<file path="config.mk">
export PLATFORM = sky130hd
export DESIGN_NAME = uart_fifo_flat
export DESIGN_NICKNAME = d
export VERILOG_FILES = /design/src/rtl/uart_fifo_pkg.sv /design/src/rtl/uart_fifo_if.sv /design/src/rtl/uart_fifo_mem.sv /design/src/rtl/uart_fifo.sv /design/src/flat_wrapper.sv
export SDC_FILE = /design/constraint.sdc
export NUM_CORES = 1
export LEC_CHECK = 0
export BUFFER_PORTS_ARGS = -buffer_cell sky130_fd_sc_hd__buf_2
export CAP_MARGIN = 20
export CORE_UTILIZATION = 34
export CTS_CLUSTER_DIAMETER = 40
export DETAILED_ROUTE_END_ITERATION = 8
export GPL_TIMING_DRIVEN = 0
export SYNTH_ARGS = -nofsm -noshare
export SYNTH_HDL_FRONTEND = slang
export SYNTH_SLANG_ARGS = --single-unit
</file>
<file path="constraint.sdc">
create_clock -name clk -period 2.9 [get_ports clk]
set_input_delay 0.58 -clock clk [delete_from_list [all_inputs] [get_ports clk]]
set_output_delay 0.58 -clock clk [all_outputs]
set_load 0.05 [all_outputs]
</file>
<file path="src/rtl/uart_fifo_pkg.sv">
// ---------------------------------------------------------------------------
// uart_fifo_pkg
// Shared definitions for the UART byte FIFO:
//   - default data width and depth of the UART datapath buffers
//   - fifo_op_e : which of push/pop an edge actually accepts
//   - decode_op : folds the accepted push/pop strobes into fifo_op_e
// ---------------------------------------------------------------------------
package uart_fifo_pkg;

  localparam int UART_DATA_WIDTH = 8;
  localparam int UART_FIFO_DEPTH = 16;

  // Operation accepted on a clock edge; encoding is {push, pop}.
  typedef enum logic [1:0] {
    OP_IDLE = 2'b00,
    OP_POP  = 2'b01,
    OP_PUSH = 2'b10,
    OP_BOTH = 2'b11
  } fifo_op_e;

  function automatic fifo_op_e decode_op(input logic push, input logic pop);
    return fifo_op_e'({push, pop});
  endfunction

endpackage

</file>
<file path="src/rtl/uart_fifo_if.sv">
// ---------------------------------------------------------------------------
// uart_fifo_if
// Bus-side bundle of the UART FIFO.
//   write_en/data_in   : push request and word
//   read_en            : pop request
//   data_out           : word from the most recent accepted pop (registered)
//   empty/full/level   : occupancy status
//   threshold          : level comparison value
//   threshold_reached  : level >= threshold
// master = the agent driving requests, slave = the FIFO itself.
// ---------------------------------------------------------------------------
interface uart_fifo_if
  import uart_fifo_pkg::*;
#(
  parameter int WIDTH = UART_DATA_WIDTH,
  parameter int DEPTH = UART_FIFO_DEPTH
);

  localparam int AW = $clog2(DEPTH);
  localparam int LW = AW + 1;

  logic             write_en;
  logic             read_en;
  logic [WIDTH-1:0] data_in;
  logic [WIDTH-1:0] data_out;
  logic             empty;
  logic             full;
  logic [LW-1:0]    level;
  logic [LW-1:0]    threshold;
  logic             threshold_reached;

  modport master (
    output write_en, read_en, data_in, threshold,
    input  data_out, empty, full, level, threshold_reached
  );

  modport slave (
    input  write_en, read_en, data_in, threshold,
    output data_out, empty, full, level, threshold_reached
  );

endinterface

</file>
<file path="src/rtl/uart_fifo_mem.sv">
// ---------------------------------------------------------------------------
// uart_fifo_mem
// Simple dual-port storage for the UART FIFO: one write port and one
// registered read port, written so the array can map onto distributed or
// block RAM.
//   clk, rst_n : clock, asynchronous active-low reset (read register only)
//   we/waddr/wdata : write port
//   re/raddr       : read request; rdata loads mem[raddr] on the edge
//   rdata          : registered read data, holds when re is low
// ---------------------------------------------------------------------------
module uart_fifo_mem #(
  parameter int WIDTH = 8,
  parameter int DEPTH = 16,
  parameter int AW    = $clog2(DEPTH)
) (
  input  logic             clk,
  input  logic             rst_n,
  input  logic             we,
  input  logic [AW-1:0]    waddr,
  input  logic [WIDTH-1:0] wdata,
  input  logic             re,
  input  logic [AW-1:0]    raddr,
  output logic [WIDTH-1:0] rdata
);

  logic [WIDTH-1:0] mem_r [DEPTH];

  // Array write; contents are don't-care after reset, so no reset branch.
  always_ff @(posedge clk) begin
    if (we) begin
      mem_r[waddr] <= wdata;
    end
  end

  // Registered read port. The controller never reads the slot being written
  // on the same edge (pop is blocked when empty), so no bypass is needed.
  always_ff @(posedge clk or negedge rst_n) begin
    if (!rst_n) begin
      rdata <= {WIDTH{1'b0}};
    end else if (re) begin
      rdata <= mem_r[raddr];
    end
  end

endmodule

</file>
<file path="src/rtl/uart_fifo.sv">
// ---------------------------------------------------------------------------
// uart_fifo
// Single-clock FIFO buffering UART TX/RX bytes between the register
// interface and the serialiser/deserialiser.
//   clk    : clock, all state changes on the rising edge
//   rst_n  : asynchronous active-low reset; empties the FIFO, clears data_out
//   bus    : uart_fifo_if.slave (requests in, data/status out)
// Push and pop are each judged against the flags before the edge, so a
// simultaneous request on an empty FIFO only pushes (no fall-through) and on
// a full FIFO only pops (the write is dropped).
// ---------------------------------------------------------------------------
module uart_fifo
  import uart_fifo_pkg::*;
#(
  parameter int WIDTH = UART_DATA_WIDTH,
  parameter int DEPTH = UART_FIFO_DEPTH
) (
  input  logic       clk,
  input  logic       rst_n,
  uart_fifo_if.slave bus
);

  localparam int AW = $clog2(DEPTH);
  localparam int LW = AW + 1;

  localparam logic [AW-1:0] PTR_ONE = AW'(1'b1);
  localparam logic [LW-1:0] LVL_ONE = LW'(1'b1);
  localparam logic [LW-1:0] LVL_MAX = LW'(DEPTH);

  logic [AW-1:0]    wr_ptr_r;
  logic [AW-1:0]    rd_ptr_r;
  logic [LW-1:0]    level_r;
  logic [LW-1:0]    level_nxt_s;
  logic             empty_s;
  logic             full_s;
  logic             push_s;
  logic             pop_s;
  fifo_op_e         op_s;
  logic [WIDTH-1:0] rdata_s;

  // Flag decode of the current level and acceptance of the requests.
  always_comb begin
    empty_s = (level_r == {LW{1'b0}});
    full_s  = (level_r == LVL_MAX);
    push_s  = bus.write_en && !full_s;
    pop_s   = bus.read_en && !empty_s;
    op_s    = decode_op(push_s, pop_s);
  end

  // Next occupancy: a push and a pop on the same edge cancel out.
  always_comb begin
    level_nxt_s = level_r;
    case (op_s)
      OP_PUSH: level_nxt_s = level_r + LVL_ONE;
      OP_POP:  level_nxt_s = level_r - LVL_ONE;
      OP_BOTH: level_nxt_s = level_r;
      OP_IDLE: level_nxt_s = level_r;
      default: level_nxt_s = level_r;
    endcase
  end

  // Pointer and level registers; pointers wrap naturally at DEPTH.
  always_ff @(posedge clk or negedge rst_n) begin
    if (!rst_n) begin
      wr_ptr_r <= {AW{1'b0}};
      rd_ptr_r <= {AW{1'b0}};
      level_r  <= {LW{1'b0}};
    end else begin
      if (push_s) begin
        wr_ptr_r <= wr_ptr_r + PTR_ONE;
      end
      if (pop_s) begin
        rd_ptr_r <= rd_ptr_r + PTR_ONE;
      end
      level_r <= level_nxt_s;
    end
  end

  uart_fifo_mem #(
    .WIDTH (WIDTH),
    .DEPTH (DEPTH),
    .AW    (AW)
  ) u_mem (
    .clk   (clk),
    .rst_n (rst_n),
    .we    (push_s),
    .waddr (wr_ptr_r),
    .wdata (bus.data_in),
    .re    (pop_s),
    .raddr (rd_ptr_r),
    .rdata (rdata_s)
  );

  assign bus.data_out          = rdata_s;
  assign bus.level             = level_r;
  assign bus.empty             = empty_s;
  assign bus.full              = full_s;
  assign bus.threshold_reached = (level_r >= bus.threshold);

endmodule

</file>
<file path="src/flat_wrapper.sv">
// flat-port wrapper written by rule: the top's interface ports become plain ports
module uart_fifo_flat import uart_fifo_pkg::*;
#(
  parameter int WIDTH = UART_DATA_WIDTH,
  parameter int DEPTH = UART_FIFO_DEPTH
)
  (clk, rst_n, bus_write_en, bus_read_en, bus_data_in, bus_threshold, bus_data_out, bus_empty, bus_full, bus_level, bus_threshold_reached);
  uart_fifo_if #(.WIDTH(WIDTH), .DEPTH(DEPTH)) bus_i ();
  input  logic clk;
  input  logic rst_n;
  input wire logic [$bits(bus_i.write_en)-1:0] bus_write_en;
  input wire logic [$bits(bus_i.read_en)-1:0] bus_read_en;
  input wire logic [$bits(bus_i.data_in)-1:0] bus_data_in;
  input wire logic [$bits(bus_i.threshold)-1:0] bus_threshold;
  output wire logic [$bits(bus_i.data_out)-1:0] bus_data_out;
  output wire logic [$bits(bus_i.empty)-1:0] bus_empty;
  output wire logic [$bits(bus_i.full)-1:0] bus_full;
  output wire logic [$bits(bus_i.level)-1:0] bus_level;
  output wire logic [$bits(bus_i.threshold_reached)-1:0] bus_threshold_reached;
  assign bus_i.write_en = bus_write_en;
  assign bus_i.read_en = bus_read_en;
  assign bus_i.data_in = bus_data_in;
  assign bus_i.threshold = bus_threshold;
  assign bus_data_out = bus_i.data_out;
  assign bus_empty = bus_i.empty;
  assign bus_full = bus_i.full;
  assign bus_level = bus_i.level;
  assign bus_threshold_reached = bus_i.threshold_reached;
  uart_fifo #(.WIDTH(WIDTH), .DEPTH(DEPTH)) u_core (.clk(clk), .rst_n(rst_n), .bus(bus_i));
endmodule
</file>
Word-level counts from Yosys, hierarchy flattened:

Memories as Yosys holds them, arrays and structs flattened. A register that Yosys moved wholly into a read port is not among the register bits.
Index checks and enable logic that the tools add are counted.
W data, S select, Z words.

* bits in registers: 13
* RAM bits: 128
* output and inout port bits: 16
* word-level logic and storage cells: 24
* memories kept: 1

* add/sub/neg operators: 4
* $lt $le $gt $ge: 1
* equality and inequality tests: 4
* multiplexer cells: 3
* reduce and logical (&&, ||, !) cells: 8

Memories
* u_core.u_mem.mem_r: depth 16, bits a word 8, read ports 1, clocked after memory_dff 1, write ports 1, line uart_fifo_mem.sv:26 `logic [WIDTH-1:0] mem_r [DEPTH];`

Operators by type and width (count)
* $pmux W5 S2: 1
* $add A4 B1 Y4 const B: 2
* $add A5 B1 Y5 const B: 1
* $eq A5 B5 Y1 const B: 1
* $ge A5 B5 Y1: 1
* $logic_not A5 Y1: 1
* $sub A5 B1 Y5 const B: 1
* $eq A2 B2 Y1 const B: 2
* $logic_not A1 Y1: 3
* $eq A2 B1 Y1 const B: 1
* $logic_and A1 B1 Y1: 2
* $logic_not A2 Y1: 1
* $mux W1: 2
* $reduce_or A2 Y1: 1

Depth between registers and ports, before layout:

* depth in word-level cells: 5
* mapped depth: 12
* gate-level depth less buffers: 10

Modules after synthesis:

A second synthesis with hierarchy kept.

* cells, all modules: 321
* area total of the unflattened synthesis: 6188.4 µm²

By module, submodules not included
* uart_fifo_mem: instances 1, cells each 240, area an instance 5331.4 µm², sequential area each 4043.9 µm²
* uart_fifo: instances 1, cells each 81, area an instance 857.1 µm², sequential area each 325.3 µm²

Worst setup path before layout:

OpenSTA, ideal clock, no wires.

* kind: flip-flop to flip-flop
* from: register u_core.level_r[1], in the netlist u_core.bus.level[1]
* to: register u_core.level_r[4], in the netlist u_core.bus.level[4]
* library setup time: 0.149 ns
* arrival time: 2.664 ns
* required time: 2.751 ns
* path slack: 0.087 ns
* cell stages (with the launch flop): 10
* cell sequence: dfrtp_1 -> buf_6 -> or4_4 -> o21ai_4 -> inv_4 -> ha_1 -> clkbuf_1 -> a2111oi_0 -> a21oi_1 -> xnor2_1

* word-level cells in the longest chain between the ends: 5
* elaborated cells between the ends (all ways): 14
* those cells by class: add/sub (2); eq/ne (4); mux (1); reduce/logical (7)

RTL lines
* from (decl): line uart_fifo.sv:32 `logic [LW-1:0] level_r;`
* from (signal assigned): line uart_fifo.sv:67 `level_r <= {LW{1'b0}};`
* from (signal assigned): line uart_fifo.sv:75 `level_r <= level_nxt_s;`
* $eq A5 B5 Y1 / $logic_not A5 Y1 (equally long branches): line uart_fifo.sv:44, uart_fifo.sv:43
* $logic_not A1 Y1, on equally long branches: line uart_fifo.sv:45, uart_fifo.sv:46
* $logic_and A1 B1 Y1, on equally long branches: line uart_fifo.sv:45, uart_fifo.sv:46
* $eq A2 B1 Y1 (tied with other cells): line uart_fifo.sv:53 `case (op_s)`
* $pmux W5 S2 / $reduce_or A2 Y1 (equally long branches)

Parallel ways exist; a longest one is shown, timed or not.
A chain may end at the register's enable or synchronous reset.

Worst setup path after layout:

Same ends and word-level chain as after synthesis.

==> summary.txt <==
Status
  – Status: finished clean

Pwr
  – Leak pwr: 2.52 nW
  – Worst VDD drop: 0.540 mV
  – Power density over cell area: 1020 nW/µm²

Routing
  – Via count: 3146
  – Routed WL: 12200 µm
  – Antenna viol nets, final: 0
  – Wirelength per Cell: 19.4 µm
  – Drt drc: 0
  – Post-DR vias/cell: 5.01
  – Initial DRT Pass Iterations: 4
  – Initial DRC Count: 218

Synthesis
  – Synth async-reset ratio: 0.141
  – Syn Nets: 362
  – Synthesized area: 6140 µm²
  – Synth warnings: 0
  – Synthesized instance count: 332
  – Synth cell types: 35
  – Syn avg cell area: 18.5 µm²
  – Register area share after synthesis: 0.711
  – EDFF count, synth: 128
  – Post-synthesis register bit count: 149
  – Ys flop type: edfxtp_1

STA
  – Final-report hold violation count: 0
  – Worst Tran Pin Value: 827 ps
  – Final WS setup: 160 ps
  – Final hold slack: 134 ps
  – Period utilization: 0.945
  – FMAX: 365 MHz
  – Slew HR: 0.449
  – Worst Clk Skew: 6.95 ps
  – RSZ-0062 raised after global routing: no
  – Slew Viols, Final: 0
  – # setup viols final: 0
  – Fin crit period: 2740 ps

Final layout
  – Synth-to-Final Area Change: 16.7%
  – Cell Count, Final, Fillers Out: 628
  – Multi-input logic area: 1650 µm²
  – Final nets: 420
  – Final Util: 0.410
  – FILL cells: 1560
  – Most frequent cells in the layout: 128 x edfxtp_1, 38 x buf_2, 32 x mux4_2, 20 x dfrtp_1, 17 x clkbuf_16
  – Layout cells sized above 1: 0.308
  – N_diodes: 0
  – Cell area after layout: 7170 µm²
  – Most common cell after layout, fill and taps aside: edfxtp_1
  – Reg area: 4370 µm²

CTS
  – Clock sinks: 149
  – CTS tree: built
  – Max Root-Sink Buffers: 2
  – Clk Latency, worst-skew pair: 410 ps
  – Post-CTS Hold Buffers: 0
  – CTS buffer count: 17
  – CTS clk-pin slew, worst paths: 60 ps
  – H-tree Lvls: 4
  – Root Buffer: clkbuf_16

Die
  – Row cnt: 48
  – Die footprint: 18600 µm²
  – Die Width: 136 µm
  – Die height: 136 µm
  – Io pins: 33
  – Core ar.: 17500 µm²
  – Starting Density: 0.351

Global routing
  – Pin count of the biggest net entering global routing: 22
  – First-pass GRT wire length: 18500 µm
  – GRT Total Usage: 0.144
  – Initial antenna violation count: 0
  – Vias in the first global route: 3284
  – Remaining Overflow, GRT: 0

Place
  – Cells after DPL: 593
  – Placer congestion estimate: 0.781
  – Post-Place Worst Slack: 6.84 ps
  – Dpl hpwl: 8010 µm
  – Dpl cell area: 6610 µm²
  – PortBufs: 32

Setup path
  – Most frequent CP cell: xnor2_1
  – FF-to-FF Start: u_core.bus.level[1]
  – WS Path Type: flop to flop
  – CP top delay family: compound AO/OA/AOI/OAI gates
  – Worst path max stage delay: 570 ps
  – WP data arrival: 3030 ps
  – Critical path endpoint category: flop
  – Critical-path cell list: buf_6 -> or4_4 -> o211ai_2 -> xnor2_1 -> ha_1 -> inv_1 -> o21ai_0 -> a2111oi_0 -> a21oi_1 -> xnor2_1
  – Buf+Inv Stages, Crit Path: 2
  – CP max-delay cell: or4_4
  – Worst setup SP type: flop
  – CP Max Fanout: 10
  – CP Launch Point: u_core.bus.level[1]
  – CP required: 3190 ps

Hold path
  – Hold Path Class: input port to asynchronous set/reset pin

Flow run
  – Maxcap violations: 0
[cells in the mapped netlist (all sizes together) (5+ instances only)]
cell type  number  share of area
dfrtp          21          0.086
buf             9         0.0088
ha             13          0.026
nand2          13         0.0079
nor3           12         0.0098
mux4           32           0.12
mux2            9          0.017
nor2           14         0.0086
clkbuf         10         0.0061
o21ai           6         0.0067
xnor2          10          0.014
a221o           8          0.013
mux2i           8          0.013
a21o            5         0.0061
inv            13         0.0084
edfxtp        128           0.63
[flip-flops by register name, indices dropped and copies added, names as in the netlist]
| register | cells |
|---|---|
| u_core.u_mem.mem_r | 128 |
| u_core.rd_ptr_r | 4 |
| u_core.wr_ptr_r | 4 |
| u_core.u_mem.rdata | 8 |
| u_core.bus.level | 5 |
[report_power, final]
| group | switching, W | internal (W) |
|---|---|---|
| clock network | 0.000839 | 0.00109 |
| logic | 0.00154 | 0.00105 |
| registers | 0.000149 | 0.00267 |
| total | 0.00253 | 0.00481 |
[routing by layer]
metal	up-vias	track usage	routed length, µm
li1	1430	-	-
met5	-	0	0
met1	1636	0.193	5600
met3	9	0.0354	474
met4	0	0.0556	101
met2	71	0.225	5980
[metrics by stage]
step,total power (W),setup TNS [ps]
6_report,0.00734,0
5_1_grt,0.00771,0
4_1_cts,0.00737,0
3_5_place_dp,0.00544,0
3_3_place_gp,0.00538,-4570
2_1_floorplan,0.00475,0
[final timing paths]
kind	to	slack (ps)	cells after the start
max reg2reg	u_core.bus.level[4]	160	10
max in group asynchronous	u_core.bus.level[0]	2390	1
max	u_core.bus.level[4]	160	10
min	u_core.u_mem.rdata[7]	130	1
min in group clk	u_core.u_mem.rdata[1]	520	1
min reg2reg	u_core.u_mem.rdata[1]	520	1
[layout make-up]
cell class,count,share of cell area
plain buffers,18,0.0122
repair buffers,40,0.0300
multi-input cells,151,0.230
flip-flops and latches,149,0.610
clock buffers,19,0.0604
clock inverters,13,0.0117
well taps,225,0.0393
inverters,13,0.00716
[what timing repair did]
item                       in CTS  in global routing
pin swaps                       0                  1
setup endpoints to repair       3                 67
gates resized for setup         2                  3
setup buffers                   0                  4
[logic make-up (layout without fill, tap and decap cells)]
kind of cell | after synthesis | count (layout) | synth area share
DFF | 149 | 149 | 0.711
and+or+nand+nor | 50 | 50 | 0.0393
muxes | 49 | 49 | 0.147
buffers and inverters | 32 | 103 | 0.0232
AOI/OAI and AO/OA | 27 | 27 | 0.0357
adders and majority gates | 13 | 13 | 0.0265
xor gates and xnor gates | 12 | 12 | 0.0171
(Power assumes the default switching activity.)
